$ cat config.mk
export PLATFORM = sky130hd
export DESIGN_NAME = add_seq_ctrl
export DESIGN_NICKNAME = d
export VERILOG_FILES = /design/src/rtl/add_seq_pkg.sv /design/src/rtl/add4_slice.sv /design/src/rtl/add_seq_ctrl.sv
export SDC_FILE = /design/constraint.sdc
export NUM_CORES = 1
export LEC_CHECK = 0
export ABC_AREA = 1
export ABC_CLOCK_PERIOD_IN_PS = 3900
export CORE_MARGIN = 10
export CORE_UTILIZATION = 50
export DETAILED_ROUTE_END_ITERATION = 6
export MAX_ROUTING_LAYER = met4
export PLACE_DENSITY = 0.91
export SYNTH_ARGS = -nofsm -noshare
export SYNTH_HDL_FRONTEND = slang
export SYNTH_SLANG_ARGS = --single-unit
export TNS_END_PERCENT = 50
$ cat constraint.sdc
create_clock -name clk -period 3.9 [get_ports clk]
set_input_delay 0.78 -clock clk [delete_from_list [all_inputs] [get_ports clk]]
set_output_delay 0.78 -clock clk [all_outputs]
set_load 0.05 [all_outputs]
$ cat src/rtl/add_seq_pkg.sv
// Shared types and sizing helpers for the slice-serial adder sequencer.
// Optional subtract support is enabled with ADDSEQ_SUB_EN.
package add_seq_pkg;

    localparam int SLICE_W = 4;

    typedef enum logic [1:0] {
        IDLE = 2'd0,
        RUN  = 2'd1,
        DONE = 2'd2
    } state_t;

    function automatic int num_slices(input int w);
        return w / SLICE_W;
    endfunction

    function automatic int idx_width(input int w);
        return (w / SLICE_W > 1) ? $clog2(w / SLICE_W) : 1;
    endfunction

endpackage

$ cat src/rtl/add4_slice.sv
// 4-bit carry-select adder slice: both carry-in cases are
// rippled in parallel and the real carry-in picks one.
module add4_slice
    import add_seq_pkg::*;
(
    input  logic [SLICE_W-1:0] a_i,
    input  logic [SLICE_W-1:0] b_i,
    input  logic               c_i,
    output logic [SLICE_W-1:0] s_o,
    output logic               c_o
);

    logic [SLICE_W-1:0] s0;
    logic [SLICE_W-1:0] s1;
    logic [SLICE_W:0]   c0;
    logic [SLICE_W:0]   c1;

    always_comb begin
        s0    = '0;
        s1    = '0;
        c0    = '0;
        c1    = '0;
        c1[0] = 1'b1;
        for (int i = 0; i < SLICE_W; i++) begin
            s0[i]   = a_i[i] ^ b_i[i] ^ c0[i];
            c0[i+1] = (a_i[i] & b_i[i]) | (c0[i] & (a_i[i] ^ b_i[i]));
            s1[i]   = a_i[i] ^ b_i[i] ^ c1[i];
            c1[i+1] = (a_i[i] & b_i[i]) | (c1[i] & (a_i[i] ^ b_i[i]));
        end
    end

    assign s_o = c_i ? s1 : s0;
    assign c_o = c_i ? c1[SLICE_W] : c0[SLICE_W];

endmodule

$ cat src/rtl/add_seq_ctrl.sv
// Slice-serial WIDTH-bit adder: one 4-bit slice per cycle, carry held
// in carry_q. Define ADDSEQ_SUB_EN to add the sub port (a - b).
module add_seq_ctrl
    import add_seq_pkg::*;
#(
    parameter int WIDTH = 16
) (
    input  logic             clk,
    input  logic             rst_n,
    input  logic             in_valid,
    output logic             in_ready,
    input  logic [WIDTH-1:0] a,
    input  logic [WIDTH-1:0] b,
    input  logic             c_in,
`ifdef ADDSEQ_SUB_EN
    input  logic             sub,
`endif
    output logic             out_valid,
    input  logic             out_ready,
    output logic [WIDTH-1:0] sum,
    output logic             c_out,
    output logic             ovf,
    output logic             busy
);

    localparam int N  = num_slices(WIDTH);
    localparam int IW = idx_width(WIDTH);
    localparam logic [IW-1:0] LAST = IW'(N - 1);

    state_t state_q, state_d;

    logic [WIDTH-1:0] a_q, a_d;
    logic [WIDTH-1:0] b_q, b_d;
    logic [WIDTH-1:0] sum_q, sum_d;
    logic             carry_q, carry_d;
    logic [IW-1:0]    idx_q, idx_d;

    logic [WIDTH-1:0]   b_eff;
    logic               cin_eff;
    logic               accept;
    logic [SLICE_W-1:0] sl_s;
    logic               sl_co;

`ifdef ADDSEQ_SUB_EN
    assign b_eff   = sub ? ~b : b;
    assign cin_eff = sub | c_in;
`else
    assign b_eff   = b;
    assign cin_eff = c_in;
`endif

    assign accept = in_valid && in_ready;

    add4_slice u_slice (
        .a_i (a_q[idx_q*SLICE_W +: SLICE_W]),
        .b_i (b_q[idx_q*SLICE_W +: SLICE_W]),
        .c_i (carry_q),
        .s_o (sl_s),
        .c_o (sl_co)
    );

    always_ff @(posedge clk or negedge rst_n) begin
        if (!rst_n) begin
            state_q <= IDLE;
        end else begin
            state_q <= state_d;
        end
    end

    always_comb begin
        state_d = state_q;
        unique case (state_q)
            IDLE: if (in_valid)       state_d = RUN;
            RUN:  if (idx_q == LAST)  state_d = DONE;
            DONE: if (out_ready)      state_d = IDLE;
            default:                  state_d = IDLE;
        endcase
    end

    always_comb begin
        in_ready  = 1'b0;
        busy      = 1'b0;
        out_valid = 1'b0;
        unique case (state_q)
            IDLE:    in_ready  = 1'b1;
            RUN:     busy      = 1'b1;
            DONE:    out_valid = 1'b1;
            default: in_ready  = 1'b0;
        endcase
    end

    always_comb begin
        a_d     = a_q;
        b_d     = b_q;
        sum_d   = sum_q;
        carry_d = carry_q;
        idx_d   = idx_q;
        if (accept) begin
            a_d     = a;
            b_d     = b_eff;
            carry_d = cin_eff;
            idx_d   = '0;
            sum_d   = '0;
        end else if (state_q == RUN) begin
            sum_d[idx_q*SLICE_W +: SLICE_W] = sl_s;
            carry_d = sl_co;
            // idx parks on the last slice rather than wrapping
            if (idx_q != LAST) begin
                idx_d = idx_q + 1'b1;
            end
        end
    end

    always_ff @(posedge clk or negedge rst_n) begin
        if (!rst_n) begin
            a_q     <= '0;
            b_q     <= '0;
            sum_q   <= '0;
            carry_q <= 1'b0;
            idx_q   <= '0;
        end else begin
            a_q     <= a_d;
            b_q     <= b_d;
            sum_q   <= sum_d;
            carry_q <= carry_d;
            idx_q   <= idx_d;
        end
    end

    assign sum   = sum_q;
    assign c_out = carry_q;
    assign ovf   = (a_q[WIDTH-1] == b_q[WIDTH-1])
                && (sum_q[WIDTH-1] != a_q[WIDTH-1]);

endmodule

# --- Yosys cells after proc, flatten, opt, wreduce, memory -nomap -nowiden ---
# Cells that the tools add are included.
word_totals:
  inputBits: 37
  regBits: 53
  out_inout_bits: 21
  word_cells: 73
op_classes:
  add_sub_neg: 2
  mux: 17
  bitwise: 28
  n_eq_ne: 9
  n_reduce_logical: 7
  n_shift: 4
op_table:
  columns: ["cell", "count"]
  rows:
  - ["negation 4 -> 34 bit", 1]
  - ["variable shift 4 x 34 -> 16 bit, first input constant", 1]
  - ["indexed part select 4 x 34 -> 16 bit", 1]
  - ["two-way mux 16 bit", 2]
  - ["indexed part select 16 x 5 -> 4 bit", 2]
  - ["bitwise mux 16 bit", 1]
  - ["two-way mux 2 bit", 6]
  - ["AND 1 bit", 10]
  - ["bitwise XOR 1 bit", 10]
  - ["!= test 2 bit, second input constant", 4]
  - ["bitwise OR 1 bit", 7]
  - ["two-way mux 1 bit", 6]
  - ["case mux 2 bit (3 select lines)", 1]
  - ["equality test 2 bit, second input constant", 2]
  - ["two-way mux 4 bit", 1]
  - ["nonzero test 2 bit", 2]
  - ["AND reduction 3 bit", 1]
  - ["adder 2 x 1 -> 2 bit, second input constant", 1]
  - ["equality test 2 x 1 -> 1 bit, second input constant", 1]
  - ["logical AND 1 bit", 2]
  - ["zero test 2 bit", 1]
  - ["AND reduction 2 bit", 1]
  - ["equality test 1 bit", 1]
  - ["!= test 1 bit", 1]
  - ["inverter 1 bit", 1]

# --- Longest topological paths before layout ---
logic_depth:
  ltp_word: 13
  mapped_depth: 18
  ltp_nobuf: 17

# --- Hierarchy ---
# A second synthesis with hierarchy kept.
hier_totals:
  cells_unflattened: 359
  hier_area_um2: 2733.9
modules_own_cells:
  columns: ["module", "cells_each", "area_per_inst_um2", "instances", "seq_area_each_um2"]
  rows:
  - ["add_seq_ctrl", 336, 2580.0, 1, 1326.3]
  - ["add4_slice", 23, 153.9, 1, 0.0]

# --- Least setup slack after synthesis ---
# Ideal clock, no wire load.
synth_path:
  path_type: "reg-to-reg"
  from: "register idx_q[0]"
  to: "register sum_q[7] (netlist: sum[7])"
  path_stages_with_launch: 17
  setup_ns: 0.127
  synth_period_minus_slack_ns: 2.777
  n_path_buf: 1
  required_time_ns: 3.773
  t_arrival_ns: 2.650
  setup_slack_ns: 1.123
  path_cell_list: "dfrtp_1 > inv_1 > clkbuf_1 > nand2_1 > nand3_1 > nand2_1 > ha_1 > o21ai_0 > fa_1 > inv_1 > fa_1 > inv_1 > fa_1 > nand2_1 > nor2_1 > nand2_1 > o21ai_0"
synth_between:
  elab_chain_cells: 13
  elab_cells_between_ends: 32
  cone_classes: "add/sub (1); shift (4); mux (4); bitwise (23)"
synth_rtl:
  columns: ["element", "line", "text"]
  rows:
  - ["start, declared", "add_seq_ctrl.sv:36", "logic [IW-1:0] idx_q, idx_d;"]
  - ["start signal, assigned", "add_seq_ctrl.sv:126", "idx_q <= idx_d;"]
  - ["indexed part select 16 x 5 -> 4 bit (on tied branches)", "add_seq_ctrl.sv:55, add_seq_ctrl.sv:56", null]
  - ["AND 1 bit or bitwise XOR 1 bit (tied branches)", null, null]
  - ["bitwise OR 1 bit", "add4_slice.sv:28", "c1[i+1] = (a_i[i] & b_i[i]) | (c1[i] & (a_i[i] ^ b_i[i]));"]
  - ["AND 1 bit", "add4_slice.sv:28", null]
  - ["bitwise OR 1 bit", "add4_slice.sv:28", null]
  - ["AND 1 bit", "add4_slice.sv:28", null]
  - ["bitwise OR 1 bit", "add4_slice.sv:28", null]
  - ["bitwise XOR 1 bit", "add4_slice.sv:27", "s1[i] = a_i[i] ^ b_i[i] ^ c1[i];"]
  - ["two-way mux 4 bit", "add4_slice.sv:32", "assign s_o = c_i ? s1 : s0;"]
  - ["indexed part select 4 x 34 -> 16 bit", "add_seq_ctrl.sv:105", "sum_d[idx_q*SLICE_W +: SLICE_W] = sl_s;"]
  - ["bitwise mux 16 bit (*)", "add_seq_ctrl.sv:105", null]
  - ["two-way mux 16 bit (*)", "add_seq_ctrl.sv:104", "end else if (state_q == RUN) begin"]
  - ["two-way mux 16 bit (*)", "add_seq_ctrl.sv:98", "if (accept) begin"]
  - ["end signal, assigned", "add_seq_ctrl.sv:124", "sum_q <= sum_d;"]
  - ["end, declared", "add_seq_ctrl.sv:34", "logic [WIDTH-1:0] sum_q, sum_d;"]
# Every way passes the cells marked *; elsewhere a longest branch is shown, timed or not. The select of a mux whose other input is x is not followed.
# A chain may end at the register's enable or synchronous reset.

# --- Worst setup path after layout ---
layout_path:
  from: "register idx_q[1]"
  to: "register sum_q[7] (netlist: sum[7])"
# Same word-level chain as after synthesis.

==> results.json <==
{
  "outcome": "finished clean",
  "grt_pass1_wl_mm": 11.4,
  "post-route-util_pct": 65.0,
  "area_growth_pct": 25.6,
  "syn_avg_cell_area_um2": 8.00,
  "ant_nets": 0,
  "cts_tree": "done",
  "dieWidth_um": 93.0,
  "via_per_inst": 5.30,
  "die_area_um2": 8640,
  "cts-resized-gates": 0,
  "worstPathRequired_ns": 4.10,
  "maxSlewViolCount": 0,
  "diodes": 0,
  "yosys.area.top_type_share_pct": 49.8,
  "critPathCaptureType": "flip-flop",
  "first_pass_iters": 4,
  "synth.top_cells.by_count": "nand2_1, nand3_1, dfrtp_1, o21ai_0, nor2_1",
  "arrival_ns": 3.35,
  "drive_gt1_share_pct": 4.68,
  "first_global_vias": 2461,
  "seq_area_frac_synth_pct": 49.8,
  "grt_setup_unrepaired": "no",
  "power_w": 0.00279,
  "die_y_um": 93.0,
  "cp_max_fo": 12,
  "initial_core_util_pct": 51.8,
  "tns_ns": 0,
  "clock_path_buffers": 2,
  "synth_warnings": 0,
  "fin_skew_ns": 0.00450,
  "synth_ff_type": "dfrtp_1",
  "cts_hold_buffers": 0,
  "wl_per_cell_um": 14.6,
  "overflow": 0,
  "ir_worst_vdd_mv": 0.526,
  "final_nets": 430,
  "routed_wl_mm": 6.64,
  "grt_use_total_pct": 16.4,
  "drc": 0,
  "ios": 58,
  "netlist.top_cell.by_area": "dfrtp_1",
  "placed_cell_area_um2": 3260,
  "cts.htree.levels": 2,
  "min_period_ns": 3.14,
  "root_buffer": "clkbuf_8",
  "post-synth-top-count-cell": "nand2_1",
  "max-slew-margin-rel_pct": 23.6,
  "p_per_area_nw_per_um2": 835,
  "maxCapViolations": 0,
  "synth_seq_cells": 53,
  "clock_latency_ns": 0.32,
  "ys_async_sr_fraction_pct": 100,
  "place_hpwl_mm": 5.04,
  "gp_congestion": 0.924,
  "grt_max_degree": 54,
  "io_buffers": 57,
  "drtIter0Drc": 170,
  "numCtsBuffers": 5,
  "tightestPinTransition_ns": 1.15,
  "yosys-top-cells-area": "dfrtp_1, nand2_1, nand3_1",
  "ys_types": 25,
  "core_um2": 5140,
  "synth_area_um2": 2660,
  "dr_total_vias": 2411,
  "clock_sinks": 53,
  "clk_pin_slew_ns": 0.09,
  "cts_setup_buffers": 0,
  "min_period_over_period_pct": 80.6,
  "max_freq_mhz": 318,
  "hold_ws_ns": 0.487,
  "rows": 26,
  "hold_violations": 0,
  "syn-num-nets": 379,
  "leakagePower_nw": 1.62,
  "setup-violations-final": 0,
  "criticalPathCategory": "flip-flop to flip-flop",
  "synth_cells": 333,
  "start_kind": "flip-flop",
  "fin_area_um2": 3340,
  "holdCritPathClass": "flip-flop to flip-flop",
  "antenna_found_initial": 0,
  "synth_edf_count": 0
}
routing by layer:
layer	GRT usage (%)	vias up	wire length, um
li1	-	1179	-
met1	18.6	1120	2810
met2	26.8	91	3220
met3	4.40	21	422
met4	6.56	0	184
met5	-	-	0
cells by family after synthesis:
family	count (synthesis)	share of synthesized area [%]
adders and majority gates	9	5.08
AOI/OAI and AO/OA	38	7.80
and+or+nand+nor	194	31.0
buffers and inverters	39	6.30
DFF	53	49.8
registers in the layout (all words and copies together) (netlist names):
signal and count:
state_q 2, a_q 16, b_q 16, c_out 1
idx_q 2, sum 16
placed cells by master (no fill, tap or decap):
cell type        Yosys  layout
o22a_1               2       2
a21oi_1              1       1
nand3_2              1       1
buf_4                2       4
o21ai_1              2       2
clkinv_1             1       1
nor2_4               1       1
clkdlybuf4s50_1      0      56
nand3_1             56      56
clkinv_2             0       2
fa_1                 3       3
ha_1                 6       6
o211ai_1             1       1
inv_1               19      19
nand2_2              2       2
inv_2                2       2
nor3_1               1       1
nand2_1            109     109
nor2_1              21      21
buf_2                5       1
clkbuf_1             9       1
o31ai_1              1       1
o21ai_0             27      27
o22ai_1              4       4
clkbuf_8             0       5
dfrtp_1             53      53
nand4_1              3       3
layout make-up:
class	count	area, um^2
well taps	70	87.6
inverters	22	82.6
fillers	476	1800
repair buffers	61	596
flip-flops and latches	53	1330
clock inverters	2	10.0
multi-input cells	241	1170
clock buffers	6	72.6
per-stage QoR:
stage	setup slack, ns	instances
3_5_place_dp	0.814	447
2_1_floorplan	1.12	333
4_1_cts	0.788	455
5_1_grt	0.445	455
3_3_place_gp	1.00	447
6_report	0.757	455
report_power, final:
group | leakage, nW | switching, W | internal [W]
Sequential | 0.681 | 0.000153 | 0.000755
Combinational | 0.894 | 0.00104 | 0.000537
Clock | 0.0450 | 0.000178 | 0.000125
worst paths after layout:
path	start	slack (ns)	endpoint	cells after the start
setup / recovery	idx_q[1]	0.76	sum[7]	14
hold / removal	b_q[12]	0.49	b_q[12]	2
setup reg to reg	idx_q[1]	0.76	sum[7]	14
hold reg to reg	b_q[12]	0.49	b_q[12]	2
max in group asynchronous	rst_n	2.51	sum[8]	1
min in group asynchronous	rst_n	0.68	sum[4]	1
critical path, cell delays in order, from the launching register on:
cell and delay [ns]:
dfrtp_1 0.57, clkinv_1 0.33, nand3_1 0.17, nand2_1 0.08, ha_1 0.19, o21ai_0 0.21, fa_1 0.22, inv_1 0.06
fa_1 0.36, inv_1 0.10, fa_1 0.48, nand2_1 0.10, nor2_1 0.04, nand2_1 0.06, o21ai_0 0.07
Note: power is estimated with default switching activity, not from simulation.
